**src/rtl/load_store_unit.sv**
```systemverilog
// load_store_unit: MEM-stage load/store engine. Turns a byte address plus MEM
// control into a handshaked word-wide memory request. It generates byte enables
// and lane-replicated store data, and it extracts and extends load data from the
// returned word. Misaligned and illegal requests are rejected without touching
// memory. A request that never sees mem_ready_i is aborted after TIMEOUT cycles.
module load_store_unit #(
  parameter int NB_DATA     = 32,
  parameter int NB_ADDR     = 9,
  parameter int NB_MEM_CTRL = 6,
  parameter int TIMEOUT     = 15
) (
  input  logic                   clock_i,
  input  logic                   reset_i,
  input  logic                   start_i,
  input  logic [NB_MEM_CTRL-1:0] MEM_control_i,
  input  logic [NB_ADDR-1:0]     addr_i,
  input  logic [NB_DATA-1:0]     data_write_i,
  output logic [NB_DATA-1:0]     data_read_o,
  output logic                   valid_o,
  output logic                   stall_o,
  output logic                   err_o,
  output logic [1:0]             err_code_o,
  output logic                   mem_en_o,
  output logic                   mem_we_o,
  output logic [NB_ADDR-3:0]     mem_addr_o,
  output logic [NB_DATA/8-1:0]   mem_be_o,
  output logic [NB_DATA-1:0]     mem_wdata_o,
  input  logic [NB_DATA-1:0]     mem_rdata_i,
  input  logic                   mem_ready_i
);

  localparam int NB_LANES = NB_DATA / 8;
  localparam int LANE_W   = $clog2(NB_LANES);
  localparam int CNT_W    = $clog2(TIMEOUT + 1);

  typedef enum logic [1:0] {IDLE, ACCESS, DONE, ERR} state_t;

  state_t                   state_q, state_d;
  logic [NB_MEM_CTRL-1:0]   ctrl_q, ctrl_d;
  logic [LANE_W-1:0]        lane_q, lane_d;
  logic [NB_ADDR-3:0]       memAddr_q, memAddr_d;
  logic [NB_LANES-1:0]      memBe_q, memBe_d;
  logic [NB_DATA-1:0]       memWdata_q, memWdata_d;
  logic [NB_DATA-1:0]       dataRead_q, dataRead_d;
  logic [1:0]               errCode_q, errCode_d;
  logic [CNT_W-1:0]         cnt_q, cnt_d;

  logic                     reqRead, reqWrite, reqValid;
  logic [2:0]               reqSize;
  logic                     illegalCtrl, misaligned;
  logic [NB_LANES-1:0]      beIn;
  logic [NB_DATA-1:0]       wdataIn;
  logic [LANE_W+2:0]        rdShamt;
  logic [NB_DATA-1:0]       rdShift;
  logic [NB_DATA-1:0]       loadExt;

  assign reqRead  = MEM_control_i[5];
  assign reqWrite = MEM_control_i[4];
  assign reqSize  = MEM_control_i[3:1];
  assign reqValid = start_i & (reqRead | reqWrite);

  assign illegalCtrl = (reqRead & reqWrite) |
                       ~((reqSize == 3'b001) | (reqSize == 3'b010) | (reqSize == 3'b100));
  assign misaligned  = ((reqSize == 3'b010) & addr_i[0]) |
                       ((reqSize == 3'b100) & (|addr_i[1:0]));

  // Store-side lane placement from the incoming request: byte enables and replicated data.
  always_comb begin
    beIn    = '1;
    wdataIn = data_write_i;
    if (reqRead) begin
      beIn    = '1;
      wdataIn = data_write_i;
    end else if (reqSize == 3'b001) begin
      beIn    = {{(NB_LANES-1){1'b0}}, 1'b1} << addr_i[LANE_W-1:0];
      wdataIn = {NB_LANES{data_write_i[7:0]}};
    end else if (reqSize == 3'b010) begin
      beIn    = {{(NB_LANES-2){1'b0}}, 2'b11} << addr_i[LANE_W-1:0];
      wdataIn = {(NB_LANES/2){data_write_i[15:0]}};
    end
  end

  assign rdShamt = {lane_q, 3'b000};
  assign rdShift = mem_rdata_i >> rdShamt;

  // Load-side lane extraction with sign or zero extension chosen by the latched control.
  always_comb begin
    loadExt = rdShift;
    case (ctrl_q[3:1])
      3'b001:  loadExt = {{(NB_DATA-8){~ctrl_q[0] & rdShift[7]}}, rdShift[7:0]};
      3'b010:  loadExt = {{(NB_DATA-16){~ctrl_q[0] & rdShift[15]}}, rdShift[15:0]};
      default: loadExt = rdShift;
    endcase
  end

  // Next-state logic: accept or reject requests in IDLE, wait for memory or timeout in ACCESS.
  always_comb begin
    state_d    = state_q;
    ctrl_d     = ctrl_q;
    lane_d     = lane_q;
    memAddr_d  = memAddr_q;
    memBe_d    = memBe_q;
    memWdata_d = memWdata_q;
    dataRead_d = dataRead_q;
    errCode_d  = errCode_q;
    cnt_d      = cnt_q;
    case (state_q)
      IDLE: begin
        if (reqValid) begin
          if (illegalCtrl) begin
            state_d   = ERR;
            errCode_d = 2'b10;
          end else if (misaligned) begin
            state_d   = ERR;
            errCode_d = 2'b01;
          end else begin
            state_d    = ACCESS;
            ctrl_d     = MEM_control_i;
            lane_d     = addr_i[LANE_W-1:0];
            memAddr_d  = addr_i[NB_ADDR-1:2];
            memBe_d    = beIn;
            memWdata_d = wdataIn;
            cnt_d      = '0;
          end
        end
      end
      ACCESS: begin
        if (mem_ready_i) begin
          state_d = DONE;
          if (ctrl_q[5]) begin
            dataRead_d = loadExt;
          end
        end else if (cnt_q == CNT_W'(TIMEOUT - 1)) begin
          state_d   = ERR;
          errCode_d = 2'b11;
        end else begin
          cnt_d = cnt_q + 1'b1;
        end
      end
      DONE:    state_d = IDLE;
      ERR:     state_d = IDLE;
      default: state_d = IDLE;
    endcase
  end

  // State and datapath registers with synchronous reset.
  always_ff @(posedge clock_i) begin
    if (reset_i) begin
      state_q    <= IDLE;
      ctrl_q     <= '0;
      lane_q     <= '0;
      memAddr_q  <= '0;
      memBe_q    <= '0;
      memWdata_q <= '0;
      dataRead_q <= '0;
      errCode_q  <= '0;
      cnt_q      <= '0;
    end else begin
      state_q    <= state_d;
      ctrl_q     <= ctrl_d;
      lane_q     <= lane_d;
      memAddr_q  <= memAddr_d;
      memBe_q    <= memBe_d;
      memWdata_q <= memWdata_d;
      dataRead_q <= dataRead_d;
      errCode_q  <= errCode_d;
      cnt_q      <= cnt_d;
    end
  end

  assign mem_en_o    = (state_q == ACCESS);
  assign mem_we_o    = ctrl_q[4];
  assign mem_addr_o  = memAddr_q;
  assign mem_be_o    = memBe_q;
  assign mem_wdata_o = memWdata_q;
  assign data_read_o = dataRead_q;
  assign err_code_o  = errCode_q;
  assign valid_o     = (state_q == DONE);
  assign err_o       = (state_q == ERR);
  assign stall_o     = ((state_q == IDLE) & reqValid) | (state_q == ACCESS);

endmodule
```
**config.mk**
```make
export PLATFORM = sky130hd
export DESIGN_NAME = load_store_unit
export DESIGN_NICKNAME = d
export VERILOG_FILES = /design/src/rtl/load_store_unit.sv
export SDC_FILE = /design/constraint.sdc
export NUM_CORES = 1
export LEC_CHECK = 0
export CORE_AREA = 2 2 126 91
export DETAILED_ROUTE_END_ITERATION = 16
export DIE_AREA = 0 0 128 93
export PLACE_DENSITY = 0.79
export SKIP_LAST_GASP = 1
export SLEW_MARGIN = 10
export SYNTH_ARGS = -nofsm -noshare
export SYNTH_HDL_FRONTEND = slang
export SYNTH_SLANG_ARGS = --single-unit
export TNS_END_PERCENT = 5
```
**constraint.sdc**
```tcl
create_clock -name clock_i -period 2.5 [get_ports clock_i]
set_input_delay 0.25 -clock clock_i [delete_from_list [all_inputs] [get_ports clock_i]]
set_output_delay 0.25 -clock clock_i [all_outputs]
set_load 0.03 [all_outputs]
```
==> metrics, run 1 <==
Cell Rows 32; worst r2r src state_q[0]; initial antenna violation count 0; die width ~130 um; Final #Nets approximately 800; hold_sp reset_i; total gr overflow 0; achievable frequency 431 MHz; Slew Limit Fails 0; leakage power 2.36 nW; Root Buffer clkbuf_16; number of synthesized flops with an enable pin 0; WHS Endpoint data_read_o[17]; Port Buffer Count 164; Worst setup EP type register; Clock Path Buffers 2; largest family of logic cells by synthesized area compound AO/OA/AOI/OAI gates; DIE AREA 11900 um^2; TritonCTS Sinks 91; startpoint types primary input; worst reg2reg path endpoint mem_wdata_o[28]; clock slew at reported path FFs 0.07 ns; WP data arrival about 2.5 ns; DRC violations left 0; total core area approximately 11000 um^2; hold_ws roughly 0.45 ns; Mapped Cells 576; DP HPWL 12400 um; library cells used by synthesis 50; Initial Utilization between 40 and 50%; final hold violation count 0; # diodes 0; clock skew 0.00892 ns; PD cells ~550 nW/um^2; max cap viols 0; final setup fails 0; hold path depth 2; Yosys warnings 0; layout cell share with drive strength beyond 1 9.31%; Synth Flop Type dfxtp_1; Seq cells post-synth just over 90; worst slew pin tran about 1.1 ns; Util after Layout 64.5%; Filler Cell Count 910; RSZ-0062 raised after global routing no; Die H about 93 um; R2R setup slack 0.31 ns; 1st-iter DRT viols 591; WP data required 2.66 ns; worst IR drop on VDD 387 uV; Power Total 3.83 mW; Simple-Gate Fraction of Synth Area 17.0%; ys async rst share 0%; reg2reg path depth 4; WL final 17000 um; worst skew pair latency 0.34 ns; Synth Area per Inst 8.39 um^2; Synth Area in Compound Gates 29.7%; WL per Instance just under 20 um; status complete, no violations; CP max FO 28; register area share after synthesis 37.7%; clock buffer count from CTS 9; min-delay worst type in -> reg; RePlAce Congestion 0.930; DR pass1 iterations 5; Tcrit/Tclk final 92.9%; leading cell type in the layout, fill and taps excluded clkdlybuf4s50_1; vias in the first global route 4997; Synth Area in Adders ~1.6%; Area Overhead vs Synth 43.2%; postcts setup bufs 0; Crit Path Category in -> reg; Final min period between 2 and 2.5 ns; CTS tree built; commonest cells after routing, fill and taps aside 163 x clkdlybuf4s50_1, 91 x dfxtp_1, 60 x nand2_1; xor/xnor share of the synthesized area 0.363%; Mapped Nets 665; first-pass GRT wire length 27000 um; routed via count 5212; Tot GR Track Use 28.7%; Slew HR 25.0%; Mapped Area between 4000 and 5000 um^2; post-DR vias/cell about 6.1; post-synthesis mux area share 7.28%; Routed Antenna Nets 0; cts hold-fix bufs 0; largest net degree at the start of global routing 47; H-tree depth 3; # resized after CTS 0; I/O Pins 165; beginning of the critical path addr_i[1]
==> synthesized netlist by cell type (2+ instances only) <==
| master | count | area (um^2) |
|---|---|---|
| dfxtp_1 | 91 | 1820 |
| mux2i_1 | 16 | 160 |
| a21oi_1 | 43 | 215 |
| nand2b_1 | 14 | 87.6 |
| a21o_1 | 2 | 15.0 |
| buf_6 | 3 | 33.8 |
| xor2_1 | 2 | 17.5 |
| nor3_1 | 11 | 55.1 |
| o211ai_1 | 7 | 52.6 |
| o21ai_0 | 19 | 95.1 |
| nand3b_1 | 2 | 15.0 |
| nor2b_1 | 11 | 68.8 |
| nand3_1 | 3 | 15.0 |
| a31oi_1 | 36 | 225 |
| o2bb2ai_1 | 7 | 61.3 |
| nor2_1 | 31 | 116 |
| clkbuf_1 | 43 | 161 |
| o32ai_1 | 2 | 17.5 |
| o22ai_1 | 3 | 18.8 |
| a2bb2oi_1 | 8 | 70.1 |
| inv_1 | 9 | 33.8 |
| and2_1 | 3 | 18.8 |
| or2_2 | 2 | 12.5 |
| mux2_2 | 15 | 169 |
| o31ai_1 | 23 | 173 |
| ha_1 | 6 | 75.1 |
| nand4_1 | 22 | 138 |
| a211oi_1 | 28 | 210 |
| buf_2 | 15 | 75.1 |
| nand2_1 | 60 | 225 |
| a311oi_1 | 20 | 175 |
==> critical path, stage by stage <==
cell and delay (ns):
clkdlybuf4s50_1 0.42, inv_1 0.12, ha_1 0.19, nor4b_1 0.07, or2_2 0.34, nor3_4 0.86, a311oi_1 0.21
==> worst max path at each step <==
stage / to
2_1_floorplan: data_read_o[28]
3_3_place_gp: mem_wdata_o[11]
3_5_place_dp: mem_wdata_o[28]
4_1_cts: mem_wdata_o[28]
5_1_grt: mem_wdata_o[28]
6_report: mem_wdata_o[28]
==> area by class of cell <==
type	instances	area (um^2)	share of cell area (%)
well taps	136	170	2.46
clock buffers	11	253	3.65
multi-input cells	414	2710	39.2
flip-flops and latches	91	1820	26.3
clock inverters	5	60.1	0.868
repair buffers	190	1870	27.0
inverters	9	33.8	0.488
==> metrics by stage <==
step	setup WS, ns	cells	cell area [um^2]	TNS [ns]
2_1_floorplan	0.513	576	4830	0
3_3_place_gp	-0.0495	840	6600	-0.984
3_5_place_dp	-0.143	840	6600	-2.93
4_1_cts	0.206	856	6920	0
5_1_grt	0.0236	856	6920	0
6_report	0.178	856	6920	0
==> power by group <==
group	switching, mW	leakage, nW	total, mW	internal (mW)
sequential	0.0418	0.737	1.55	1.50
clock	0.573	0.152	1.41	0.833
combinational	0.501	1.47	0.876	0.376
==> registers in the layout (all words and copies together), names as in the netlist <==
signal,flops
cnt_q,4
ctrl_q,6
data_read_o,32
err_code_o,2
lane_q,2
mem_addr_o,7
mem_be_o,4
mem_wdata_o,32
state_q,2
==> logic make-up after synthesis <==
family	count (synthesis)
compound gates	207
simple gates	167
flops	91
buf+inv	71
mux	32
fa+ha+maj	6
xor+xnor	2
==> metal layers <==
layer / part of all wire, % / global-route usage, % / vias up
met1: 45 / 42.0 / 2507
met4: 2.1 / 8.70 / 0
met2: 44 / 42.4 / 230
met5: 0 / 0 / -
li1: - / - / 2440
met3: 8.5 / 6.06 / 35
(Power assumes the default switching activity.)
==> run 2, diff against run 1 <==
- CORE_AREA: 2 2 126 91 -> 2 2 121 88
- DIE_AREA: 0 0 128 93 -> 0 0 123 90
- PLACE_DENSITY: 0.79 -> 0.84
- clock period: 2.5 -> 2.8 ns (I/O delays scaled with it)
==> run 2 against run 1 <==
- sequential power down 11%
- final cell count is 1.1% lower
- non-clock buffer count down 5
- register-to-register slack improved by 0.35 ns
- cell area fell by 1.0%
- core utilization rose by 4.0 points
- global-route usage rose by 0.62 points
- critical path type unchanged
==> metrics, run 2 (synthesis gave the netlist of run 1 again) <==
achievable frequency roughly 400 MHz; total core area roughly 10000 um^2; total gr overflow 0; # diodes 0; WP data arrival 2.74 ns; clock buffer count from CTS 9; DIE AREA 11100 um^2; WL final 16500 um; multi-input logic area 2710 um^2; Initial Utilization between 40% and 50%; post-DR vias/cell around 6.2; Tot GR Track Use 29.3%; H-tree depth 3; TritonCTS Sinks 91; worst skew pair latency 0.35 ns; WP data required 3.04 ns; max cap viols 0; final worst setup slack 0.302 ns; Tcrit/Tclk final 89.2%; dpl cell area between 6000 and 7000 um^2; CP max-delay cell nor2_4; vias in the first global route 4792; Clock Path Buffers 2; worst slew pin tran ~1.1 ns; initial antenna violation count 0; Port Buffer Count 164; first-pass GRT wire length 25700 um; commonest cells after routing, fill and taps aside 163 x clkdlybuf4s50_1, 91 x dfxtp_1, 60 x nand2_1; leading cell type in the layout, fill and taps excluded clkdlybuf4s50_1; post-route cell area 6850 um^2; Final min period 2.50 ns; worst IR drop on VDD 433 uV; clock slew at reported path FFs 0.07 ns; die width between 100 and 150 um; final setup fails 0; CP max FO 52; routed via count around 5300; CTS tree built; Crit Path Category in -> reg; Worst setup EP type register; Root Buffer clkbuf_16; largest net degree at the start of global routing 54; Non-Filler Instances 847; Area Overhead vs Synth 41.7%; clock skew 0.00939 ns; DRC violations left 0; cts hold-fix bufs 0; Fin Setup TNS 0 ns; R2R setup slack 0.66 ns; Final #Nets 799; final hold violation count 0; Cell Rows 31; Slew Limit Fails 0; WL per Instance 19.5 um; DR pass1 iterations 5; dpl ws 0.0251 ns; Slew HR 23.4%; RSZ-0062 raised after global routing no; # resized after CTS 0; leakage power 2.32 nW; Filler Cell Count 799; startpoint types primary input; DP HPWL 11600 um; layout cell share with drive strength beyond 1 8.67%; Die H approximately 90 um; max incr delay on CP 0.88 ns; Routed Antenna Nets 0; FF/Latch Area 1820 um^2; placed cells roughly 830; PD cells 499 nW/um^2; RePlAce Congestion 0.915; status complete, no violations; 1st-iter DRT viols 734; worst path cell trace clkdlybuf4s50_1 -> inv_1 -> ha_1 -> nor4b_1 -> buf_4 -> nor2_4 -> a31oi_1 -> a311oi_1; postcts setup bufs 0; I/O Pins 165; min-delay worst type in -> reg
run 2: changes by cell type in the layout (fill, tap and decap cells not counted):
cell	change
clkbuf_8	-1
inv_6	+1
clkinvlp_4	+1
buf_12	-2
clkinv_2	-1
buf_4	-3
run 2: worst max-delay path: cells and delay by family:
kind	cells	cell delay (ns)
adder cells (fa/ha/maj)	1	0.18
AO/OA/AOI/OAI	2	0.53
AND/OR/NAND/NOR	2	0.94
buffers and inverters	3	0.79
run 2: layer usage:
metal	track usage (%)	wire length, um
met1	43.3	7250
met4	8.90	380
met3	6.41	1490
met5	0	0
met2	42.4	7390
run 2: cell type report:
cell class / instances / share of cell area, %
tap: 132 / 2.41
timing repair buffer: 185 / 26.4
sequential: 91 / 26.6
clock buffer: 10 / 3.49
clock inverter: 6 / 1.04
inverter: 9 / 0.493
multi-input combinational: 414 / 39.6
run 2: path summary, 6_finish.rpt:
kind / start / endpoint / depth (start not counted)
setup / recovery: addr_i[1] / mem_wdata_o[14] / 8
hold / removal: reset_i / data_read_o[16] / 2
setup reg to reg: lane_q[0] / data_read_o[30] / 4
hold reg to reg: data_read_o[7] / data_read_o[7] / 2
run 2: stage by stage:
step | utilization, % | hold WS, ns | power, mW
finish | 68.4 | 0.437 | 3.42
CTS | 68.4 | 0.428 | 3.40
global route | 68.4 | 0.472 | 3.54
floorplan | - | 0.382 | 1.82
detailed placement | 65.3 | 0.449 | 2.15
global placement | 65.3 | 0.445 | 2.13
run 2: report_power, final:
group	switching [mW]	internal [mW]	leakage [nW]
Combinational	0.440	0.326	1.44
Clock	0.550	0.725	0.146
Sequential	0.0355	1.34	0.737
Total	1.03	2.39	2.32
==> run 3, diff against run 2 <==
- CTS_BUF_LIST: default -> sky130_fd_sc_hd__clkbuf_16
==> run 3 against run 2 <==
- first-iteration DRC count is 11% lower
- non-clock buffer count did not move
- register-to-register slack barely moved
- via count rose by 0.11%
- die area stayed put
- clock skew shrank 0.0045 ns
- setup slack gained 0.011 ns
- worst hold slack got worse by 0.0082 ns
- clock power about the same
- total power down 0.86%
- largest power group unchanged
- cell area shrank 0.15%
==> metrics, run 3 (synthesis gave the netlist of run 1 again) <==
status complete, no violations; 1st-iter DRT viols 656; Clock Path Buffers 2; clock buffer count from CTS 9; buffers and inverters on the worst path 3; Tot GR Track Use 29.3%; Slew Limit Fails 0; Area Overhead vs Synth 41.5%; worst path cell trace clkdlybuf4s50_1 -> inv_1 -> ha_1 -> nor4b_1 -> buf_4 -> nor2_4 -> a31oi_1 -> a311oi_1; Crit Path Category in -> reg; Routed Antenna Nets 0; dpl cell area 6540 um^2; Worst setup EP type register; startpoint types primary input; CP max-delay cell nor2_4; final setup fails 0; # resized after CTS 0; initial antenna violation count 0; Initial Utilization 48.3%; hold_sp reset_i; DRC violations left 0; post-DR vias/cell around 6.2; worst r2r src lane_q[0]; R2R setup slack 0.65 ns; Slew HR 24.0%; RePlAce Congestion 0.915; worst reg2reg path endpoint data_read_o[17]; DP HPWL 11600 um; Final #Nets 799; WP data arrival 2.73 ns; worst skew pair latency 0.35 ns; leading cell type in the layout, fill and taps excluded clkdlybuf4s50_1; Die H about 90 um; TritonCTS Sinks 91; leakage power 2.32 nW; WL per Instance around 20 um; postcts setup bufs 0; WL final 16500 um; worst IR drop on VDD 432 uV; total core area around 10000 um^2; clock slew at reported path FFs about 0.070 ns; first-pass GRT wire length ~26000 um; clock skew 0.00494 ns; max cap viols 0; DR pass1 iterations 5; routed via count 5273; die width 123 um; layout cell share with drive strength beyond 1 8.53%; min-delay worst type in -> reg; PD cells slightly below 500 nW/um^2; RSZ-0062 raised after global routing no; CP max FO 52; vias in the first global route 4794; Final min period about 2.5 ns; total gr overflow 0; achievable frequency between 400 and 500 MHz; post-route cell area ~6800 um^2; Top Family by Delay on Critical Path simple AND/OR/NAND/NOR gates; hold path depth 2; CTS tree built; I/O Pins 165; WP data required slightly above 3 ns; Filler Cell Count 798; DIE AREA 11100 um^2; Root Buffer clkbuf_16; # diodes 0; Fin Setup TNS 0 ns; beginning of the critical path addr_i[1]; Cell Rows 31; max incr delay on CP approximately 0.87 ns; commonest cells after routing, fill and taps aside 163 x clkdlybuf4s50_1, 91 x dfxtp_1, 60 x nand2_1; largest net degree at the start of global routing 54; reg2reg path depth 4; H-tree depth 3; Port Buffer Count 164; cts hold-fix bufs 0; worst slew pin tran 1.14 ns; Tcrit/Tclk final 88.8%; final hold violation count 0; WHS Endpoint data_read_o[16]
==> run 3: worst max-delay path by stage <==
stage / cells past startpoint / end / slack, ns
floorplan: 7 / data_read_o[28] / 0.81
CTS: 8 / mem_wdata_o[14] / 0.37
finish: 8 / mem_wdata_o[14] / 0.31
detailed placement: 8 / mem_wdata_o[14] / 0.03
global placement: 8 / err_code_o[0] / 0.19
global route: 8 / mem_wdata_o[13] / 0.12
==> run 3: cell type report <==
cell class	count	area (um^2)	share of cell area (%)
clock inverter	7	75.1	1.10
clock buffer	9	225	3.29
multi-input combinational	414	2710	39.6
inverter	9	33.8	0.494
sequential	91	1820	26.6
timing repair buffer	185	1810	26.4
tap	132	165	2.42
==> run 3: worst reg2reg max path: stages, from the launching register on <==
cell and delay [ns]:
dfxtp_1 0.35, mux4_2 0.55, a41o_1 0.38, a41oi_4 0.55
a211oi_1 0.17
==> run 3: layer usage <==
layer	vias to the layer above	share of wire [%]	GRT usage (%)
li1	2428	-	-
met1	2522	43	43.1
met2	290	45	42.5
met3	33	9.2	6.41
met4	0	2.2	8.90
met5	-	0	0
==> run 3: power breakdown <==
part / switching (mW) / internal (mW)
logic: 0.441 / 0.326
clock network: 0.548 / 0.697
registers: 0.0357 / 1.34
total: 1.02 / 2.37
==> run 3: per-stage QoR <==
stage               setup WS [ns]  total power, mW  utilization, %  cells  hold WS (ns)
floorplan                   0.813             1.82               -    576         0.382
global placement            0.191             2.13            65.3    831         0.445
detailed placement         0.0251             2.15            65.3    831         0.449
CTS                         0.374             3.37            68.3    847         0.428
global route                0.116             3.51            68.3    847         0.472
finish                      0.313             3.39            68.3    847         0.429
